[config.mk]
export PLATFORM = sky130hd
export DESIGN_NAME = overheat_protection_ctrl
export DESIGN_NICKNAME = d
export VERILOG_FILES = /design/src/rtl/overheat_protection_ctrl.sv
export SDC_FILE = /design/constraint.sdc
export NUM_CORES = 1
export LEC_CHECK = 0
export ABC_AREA = 1
export CAP_MARGIN = 10
export CORE_MARGIN = 1
export CORE_UTILIZATION = 30
export CTS_CLUSTER_DIAMETER = 100
export CTS_CLUSTER_SIZE = 30
export DETAILED_ROUTE_END_ITERATION = 7
export PLACE_DENSITY = 0.51
export SETUP_SLACK_MARGIN = 0.2
export SKIP_LAST_GASP = 1
export SLEW_MARGIN = 30
export SYNTH_ARGS = -nofsm -noshare
export SYNTH_HDL_FRONTEND = slang
export SYNTH_SLANG_ARGS = --single-unit
export TNS_END_PERCENT = 100
[constraint.sdc]
create_clock -name clk -period 3.4 [get_ports clk]
set_input_delay 0.51 -clock clk [delete_from_list [all_inputs] [get_ports clk]]
set_output_delay 0.51 -clock clk [all_outputs]
set_load 0.005 [all_outputs]
[src/rtl/overheat_protection_ctrl.sv]
// Multi-engine overheat protection: k-of-N sensor voting, persistence filter with
// hysteresis, auto/manual suppression, sticky emergency flag and saturating event counter.
module overheat_protection_ctrl #(
    parameter int NUM_ENGINES    = 2,
    parameter int NUM_SENSORS    = 3,
    parameter int VOTE_THRESHOLD = 2,
    parameter int PERSIST_CYCLES = 4,
    parameter int CNT_W          = 8
) (
    input  logic                               clk,
    input  logic                               rst,
    input  logic [NUM_ENGINES*NUM_SENSORS-1:0] sensors,
    input  logic                               auto_mode,
    input  logic [NUM_ENGINES-1:0]             manual_req,
    input  logic                               ack,
    output logic [NUM_ENGINES-1:0]             overheat,
    output logic [NUM_ENGINES-1:0]             suppress,
    output logic                               emergency,
    output logic [7:0]                         event_count
);

    typedef enum logic [1:0] {
        ST_NORMAL   = 2'd0,
        ST_PENDING  = 2'd1,
        ST_OVERHEAT = 2'd2,
        ST_RECOVER  = 2'd3
    } state_e;

    localparam logic [CNT_W-1:0] PERSIST  = CNT_W'(PERSIST_CYCLES);
    localparam logic [CNT_W-1:0] CNT_ONE  = CNT_W'(1);
    localparam logic [3:0]       VOTE_MIN = 4'(VOTE_THRESHOLD);

    function automatic logic [3:0] popcount(input logic [NUM_SENSORS-1:0] s);
        logic [3:0] c;
        c = 4'd0;
        for (int i = 0; i < NUM_SENSORS; i++) begin
            c = c + {3'b000, s[i]};
        end
        return c;
    endfunction

    function automatic logic [7:0] sat_add(input logic [7:0] a, input logic [3:0] b);
        logic [8:0] s;
        s = {1'b0, a} + {5'b00000, b};
        return s[8] ? 8'hFF : s[7:0];
    endfunction

    state_e                  state_q [NUM_ENGINES];
    state_e                  state_d [NUM_ENGINES];
    logic [CNT_W-1:0]        cnt_q   [NUM_ENGINES];
    logic [CNT_W-1:0]        cnt_d   [NUM_ENGINES];
    logic [NUM_ENGINES-1:0]  vote;
    logic [NUM_ENGINES-1:0]  overheat_d;
    logic [NUM_ENGINES-1:0]  onset;
    logic [3:0]              onset_cnt;
    logic [CNT_W-1:0]        cnt_inc;

    logic [NUM_ENGINES-1:0]  overheat_q;
    logic [NUM_ENGINES-1:0]  suppress_q;
    logic                    emergency_q;
    logic [7:0]              event_count_q;

    always_comb begin
        for (int e = 0; e < NUM_ENGINES; e++) begin
            vote[e] = popcount(sensors[e*NUM_SENSORS +: NUM_SENSORS]) >= VOTE_MIN;
        end
    end

    // Per-engine persistence FSM; onset marks entry into OVERHEAT from NORMAL/PENDING only
    always_comb begin
        onset_cnt = 4'd0;
        cnt_inc   = '0;
        for (int e = 0; e < NUM_ENGINES; e++) begin
            state_d[e]    = state_q[e];
            cnt_d[e]      = cnt_q[e];
            onset[e]      = 1'b0;
            cnt_inc       = cnt_q[e] + CNT_ONE;
            unique case (state_q[e])
                ST_NORMAL: begin
                    if (vote[e]) begin
                        if (PERSIST_CYCLES == 1) begin
                            state_d[e] = ST_OVERHEAT;
                            cnt_d[e]   = '0;
                            onset[e]   = 1'b1;
                        end else begin
                            state_d[e] = ST_PENDING;
                            cnt_d[e]   = CNT_ONE;
                        end
                    end
                end
                ST_PENDING: begin
                    if (!vote[e]) begin
                        state_d[e] = ST_NORMAL;
                        cnt_d[e]   = '0;
                    end else if (cnt_inc == PERSIST) begin
                        state_d[e] = ST_OVERHEAT;
                        cnt_d[e]   = '0;
                        onset[e]   = 1'b1;
                    end else begin
                        cnt_d[e]   = cnt_inc;
                    end
                end
                ST_OVERHEAT: begin
                    if (!vote[e]) begin
                        if (PERSIST_CYCLES == 1) begin
                            state_d[e] = ST_NORMAL;
                            cnt_d[e]   = '0;
                        end else begin
                            state_d[e] = ST_RECOVER;
                            cnt_d[e]   = CNT_ONE;
                        end
                    end
                end
                ST_RECOVER: begin
                    if (vote[e]) begin
                        state_d[e] = ST_OVERHEAT;
                        cnt_d[e]   = '0;
                    end else if (cnt_inc == PERSIST) begin
                        state_d[e] = ST_NORMAL;
                        cnt_d[e]   = '0;
                    end else begin
                        cnt_d[e]   = cnt_inc;
                    end
                end
                default: begin
                    state_d[e] = ST_NORMAL;
                    cnt_d[e]   = '0;
                end
            endcase
            overheat_d[e] = (state_d[e] == ST_OVERHEAT) || (state_d[e] == ST_RECOVER);
            onset_cnt     = onset_cnt + {3'b000, onset[e]};
        end
    end

    always_ff @(posedge clk) begin
        if (rst) begin
            for (int e = 0; e < NUM_ENGINES; e++) begin
                state_q[e] <= ST_NORMAL;
                cnt_q[e]   <= '0;
            end
            overheat_q    <= '0;
            suppress_q    <= '0;
            emergency_q   <= 1'b0;
            event_count_q <= 8'd0;
        end else begin
            for (int e = 0; e < NUM_ENGINES; e++) begin
                state_q[e] <= state_d[e];
                cnt_q[e]   <= cnt_d[e];
            end
            overheat_q    <= overheat_d;
            suppress_q    <= auto_mode ? overheat_d : manual_req;
            // Set dominates ack; ack only clears once every engine is clear
            if (|overheat_d) begin
                emergency_q <= 1'b1;
            end else if (ack) begin
                emergency_q <= 1'b0;
            end
            event_count_q <= sat_add(event_count_q, onset_cnt);
        end
    end

    assign overheat    = overheat_q;
    assign suppress    = suppress_q;
    assign emergency   = emergency_q;
    assign event_count = event_count_q;

endmodule

Yosys cells after proc, flatten, opt, wreduce, memory -nomap -nowiden. Memory sizes are Yosys's and may differ from the RTL's. Index checks and enable logic that the tools add are counted.

Bits in registers: 13. Memory bits (writable): 20. Input port bits: 12. Output and inout bits: 13. Word-level logic and storage cells: 81. Memories kept: 2.

Memories: cnt_q (depth 2, width 8, rd ports 2, clocked after Yosys merged registers in 0, write ports 2, RTL line 50) `logic [CNT_W-1:0] cnt_q [NUM_ENGINES];`; state_q (depth 2, width 2, rd ports 2, clocked after Yosys merged registers in 0, write ports 2, RTL line 48) `state_e state_q [NUM_ENGINES];`.

$add $sub $neg: 8. $lt $le $gt $ge: 2. Eq/ne operators: 12. Multiplexer cells: 43. Bitwise operators: 4. Reduce and logical (&&, ||, !) cells: 6.

Operator list (count): two-way mux 8 bit (13); case mux 8 bit (4 select lines) (2); two-way mux 2 bit (15); adder 8 x 1 -> 8 bit, second input constant (2); == test 2 bit, second input constant (8); == test 8 x 3 -> 1 bit, second input constant (2); case mux 2 bit (4 select lines) (2); two-way mux 1 bit (11); adder 8 x 2 -> 9 bit (1); adder 1 x 1 -> 2 bit (3); adder 2 x 1 -> 3 bit (2); greater-or-equal comparator 3 x 2 -> 1 bit, second input constant (2); == test 2 x 1 -> 1 bit, second input constant (2); zero test 2 bit (2); OR 1 bit (4); logical OR 1 bit (2); nonzero test 2 bit (1); OR reduction 2 bit (1).

Depth between registers and ports, before layout. An unclocked memory read counts as a cell.

Word-level depth: 10. Gate-level depth with buffers: 19. Depth with buffers taken out: 19.

Worst setup path after synthesis. OpenSTA, ideal clock, no wires.

Kind: register -> register. Start point: memory cnt_q[0][0]. End point: register event_count_q[5] (netlist: event_count[5]). Library setup time: 0.057 ns. Arrival: 2.500 ns. Required time: 3.343 ns. Setup slack: 0.842 ns. Cell stages (with the launch flop): 19. Path buffers: 0. Clock period less this slack: 2.558 ns. Cell sequence: dfxtp_1 ha_1 nand2_1 clkinv_1 nor2_1 nand3_1 nor2_2 nand4_2 fa_1 inv_1 ha_1 nand3_1 nor3_1 inv_1 nor2_1 nand2_1 inv_1 o21ai_0 inv_1.

RTL lines: start, declared (RTL line 50); end signal, assigned (RTL line 158) `event_count_q <= sat_add(event_count_q, onset_cnt);`; end, declared (RTL line 61) `logic [7:0] event_count_q;`.

Final worst setup path.
Start point: input port sensors[0]. End point: register event_count_q[5] (netlist: event_count[5]).

Word-level cells in the longest chain between the ends: 8.

RTL lines: start, declared (RTL line 12) `input logic [NUM_ENGINES*NUM_SENSORS-1:0] sensors,`; adder 1 x 1 -> 2 bit (RTL line 37) `c = c + {3'b000, s[i]};`; adder 2 x 1 -> 3 bit (RTL line 37); greater-or-equal comparator 3 x 2 -> 1 bit (RTL line 65) `vote[e] = popcount(sensors[e*NUM_SENSORS +: NUM_SENSORS]) >= VOTE_MIN;`; two-way mux 1 bit (RTL line 92) `if (!vote[e]) begin`; two-way mux 1 bit (RTL line 78) `unique case (state_q[e])`; adder 1 x 1 -> 2 bit (RTL line 131) `onset_cnt = onset_cnt + {3'b000, onset[e]};`; adder 8 x 2 -> 9 bit (RTL line 44) `s = {1'b0, a} + {5'b00000, b};`; two-way mux 8 bit (RTL line 45) `return s[8] ? 8'hFF : s[7:0];`.

Every way passes these cells. A chain may end at the register's enable or synchronous reset.

==> impl_metrics.csv <==
group,metric,value,unit
global_route,track_usage,0.1407,
critical_path,path_class,"in2reg",
global_route,grt_max_degree,24,
sta,setup_viol,0,
sta,slew_violations,0,
yosys,ys_types,32,
global_route,grt_pass1_wl,7176,µm
die,die-area,6743,µm²
yosys,ys_ff_latch,31,
power,p_switching,0.0004985,W
power,intPower,0.0008457,W
min_path,hold_end,"cnt_q[0][1]",
routing,viasPerCell,4.728,
critical_path,regToRegSetupSlack,0.59,ns
cells_and_area,layout_commonest_cell,"nand2_1",
cells_and_area,final_area,2391,µm²
clock_network,cts_tree,"built",
yosys,synth_top_family_by_area,"simple AND/OR/NAND/NOR gates",
yosys,syn_inst,270,
power,pwr-share-seq,0.357,
min_path,worstHoldPathType,"reg2reg",
routing,drt_first_pass_iters,5,
die,row_count,28,
sta,hold_viol,0,
critical_path,cp-end-kind,"flop",
critical_path,critPathRequiredTime,3.64,ns
global_route,overflow,0,
min_path,hp-start,"cnt_q[0][1]",
clock_network,hold_buffers,0,
clock_network,cts-htree-levels,2,
cells_and_area,area_delta_synth_final,24.17,%
cells_and_area,nNetsFinal,327,
cells_and_area,final_cell_mix,"44 x nand2_1, 42 x inv_1, 27 x dfxtp_1",
sta,clock.fmax,351.1,MHz
clock_network,cts_root_buffer,"clkbuf_8",
placed_design,finalWeightedCongestion,0.8026,
critical_path,critPathSlowestCell,"clkdlybuf4s50_1",
sta,fin_crit,2.848,ns
yosys,syn_nets,298,
job,drv_cap,0,
power,leakage,1.011,nW
sta,maxSlewHeadroom,0.7777,
sta,fin_crit_sh,0.8378,
min_path,whs_path_depth,2,
cells_and_area,diodes,0,
power,vdd_drop_max,0.2944,mV
sta,tns,0,ns
placed_design,post-dp-hpwl,3055,µm
yosys,synth-compound-area-share,0.1650,
die,core,6061,µm²
power,pwr-share-comb,0.355,
routing,drt-wirelength-per-cell,11.19,µm
yosys,synth-simple-area-share,0.2807,
routing,routed-via-count,1773,
critical_path,path_buf_inv,5,
clock_network,clkSlewWorstSetupHoldPaths,0.07,ns
routing,initialDrtViolationCount,41,
critical_path,crit_top_cell,"inv_1",
critical_path,cpPeakStageDelay,0.40,ns
power,netSwitchingFraction,0.3708,
placed_design,placed_area,2245,µm²
critical_path,critPathTopFamily,"adder cells",
global_route,antenna_found_initial,0,
yosys,yosys_warnings,0,
routing,drt-total-wl,4196,µm
yosys,synth_xor_area_frac,0.02274,
power,pwr-share-clk,0.288,
critical_path,rr_endpoint,"event_count[5]",
yosys,ys_seq_area_frac,0.3223,
run_status,status,"complete, no violations",
placed_design,io_buffers,24,
clock_network,cts_buffers,5,
clock_network,clockBufferDepth,2,
yosys,synth_fa_ha_area_frac,0.1079,
die,die_w,82.12,µm
critical_path,reg2regPathDepth,18,
critical_path,cp.arrival,3.09,ns
yosys,synthMuxAreaShare,0,
yosys,synth_area_per_cell,7.132,µm²
clock_network,clock-sinks,31,
power,cellPowerDensity,562.2,nW/µm²
yosys,netlist_area,1926,µm²
routing,drt.antenna.violating_nets,0,
sta,rsz0062_at_grt,"no",
global_route,grt_pass1_vias,1633,
die,die_h,82.12,µm
critical_path,crit_chain,"clkdlybuf4s50_1 -> ha_1 -> a21oi_2 -> nor2_1 -> nand4_2 -> fa_1 -> inv_1 -> ha_1 -> nand3_1 -> nor3_2 -> inv_1 -> nor2_1 -> nand2_2 -> inv_1 -> o21ai_0 -> inv_1",
critical_path,r2r-start,"cnt_q[0][8]",
die,pin_count,25,
critical_path,crit_path_start_kind,"input pin",
cells_and_area,drive_gt1_frac,0.1333,
sta,worst_slew_pin_slew,0.3300,ns
clock_network,clk_latency,0.29,ns
routing,drc,0,
sta,skew,0.008399,ns
critical_path,cp_max_fo,6,
die,initial_core_util,0.3177,
-- worst max-delay path by stage --
stage,startpoint,end,slack (ns),cells after the start
floorplan,cnt_q[0][0],event_count[5],0.84,18
global placement,sensors[0],event_count[5],0.23,16
detailed placement,sensors[0],event_count[1],0.15,16
CTS,sensors[0],event_count[5],0.44,16
global route,sensors[0],event_count[5],0.17,16
finish,sensors[0],event_count[5],0.55,16
-- layer usage --
| layer | GRT usage | share of wire |
|---|---|---|
| met2 | 0.2231 | 0.45 |
| met3 | 0.03736 | 0.044 |
| met1 | 0.1755 | 0.49 |
| met5 | 0 | 0 |
| met4 | 0.06842 | 0.020 |
-- cells in the mapped netlist --
cell / instances / area share
o21ai_1: 3 / 0.0078
nor2_2: 5 / 0.016
inv_2: 3 / 0.0058
o21ai_0: 14 / 0.036
xor2_1: 3 / 0.014
a21oi_1: 21 / 0.055
a211oi_1: 1 / 0.0039
nor2_4: 1 / 0.0058
o21bai_1: 3 / 0.012
clkbuf_1: 2 / 0.0039
dfxtp_1: 31 / 0.32
nand3_2: 4 / 0.021
nand2_2: 6 / 0.019
a221oi_1: 1 / 0.0045
nand2_1: 45 / 0.088
xnor2_1: 2 / 0.0091
a31oi_1: 3 / 0.0097
nor2_1: 25 / 0.049
ha_1: 15 / 0.097
nor3_1: 3 / 0.0078
a21oi_4: 1 / 0.0084
nand3_1: 18 / 0.047
fa_1: 1 / 0.010
a32oi_1: 1 / 0.0045
clkinv_1: 1 / 0.0019
nand3b_1: 2 / 0.0078
buf_4: 2 / 0.0078
nand4_1: 4 / 0.013
o31ai_1: 2 / 0.0078
a22oi_1: 4 / 0.016
nand4_2: 1 / 0.0065
inv_1: 42 / 0.082
-- flip-flops by register name, summed over array words and instances (netlist names) --
signal and flops:
event_count 8, state_q 3, cnt_q 16, emergency 1, overheat 1, suppress 2
-- final cells by class --
cell class,count,area [µm²]
clock buffer,6,82.58
clock inverter,2,35.03
fill,640,3670
inverter,46,172.7
multi-input combinational,189,1126
sequential,31,625.6
tap,75,93.84
timing repair buffer,26,255.2
-- cell families after synthesis --
| family | after synthesis |
|---|---|
| AO/OA/AOI/OAI | 54 |
| adder cells (fa/ha/maj) | 16 |
| XOR/XNOR | 5 |
| buffers and inverters | 50 |
| flip-flops | 31 |
| AND/OR/NAND/NOR | 114 |
-- through the flow --
stage | utilization | power, W | std cells | setup WS [ns] | hold slack (ns)
final | 0.3945 | 0.001344 | 375 | 0.5516 | 0.4958
after global routing | 0.3945 | 0.001455 | 375 | 0.1688 | 0.5152
after CTS | 0.3898 | 0.001354 | 374 | 0.4445 | 0.5022
after detailed placement | 0.3704 | 0.0009608 | 366 | 0.1451 | 0.4896
after global placement | 0.3704 | 0.0009664 | 366 | 0.2295 | 0.4834
after floorplan | - | 0.0008186 | 270 | 0.8424 | 0.4702
-- tightest hold or removal path, stage by stage (launching register included) --
cell and delay (ns):
dfxtp_2 0.34, nand2_1 0.06, a21oi_1 0.05
-- power by group through the flow --
stage          Clock (W)  Sequential [W]  Combinational, W
6_report        0.000387        0.000480          0.000478
4_1_cts         0.000399        0.000479          0.000476
3_5_place_dp           0        0.000486          0.000475
3_3_place_gp           0        0.000486          0.000481
2_1_floorplan          0        0.000470          0.000348
5_1_grt         0.000417        0.000493          0.000545
-- repair_timing --
item,4_1_cts,5_1_grt
buffers inserted,0,1
gates resized for setup,0,9
endpoints found under the setup margin,0,3
Note: power is estimated with default switching activity, not from simulation.
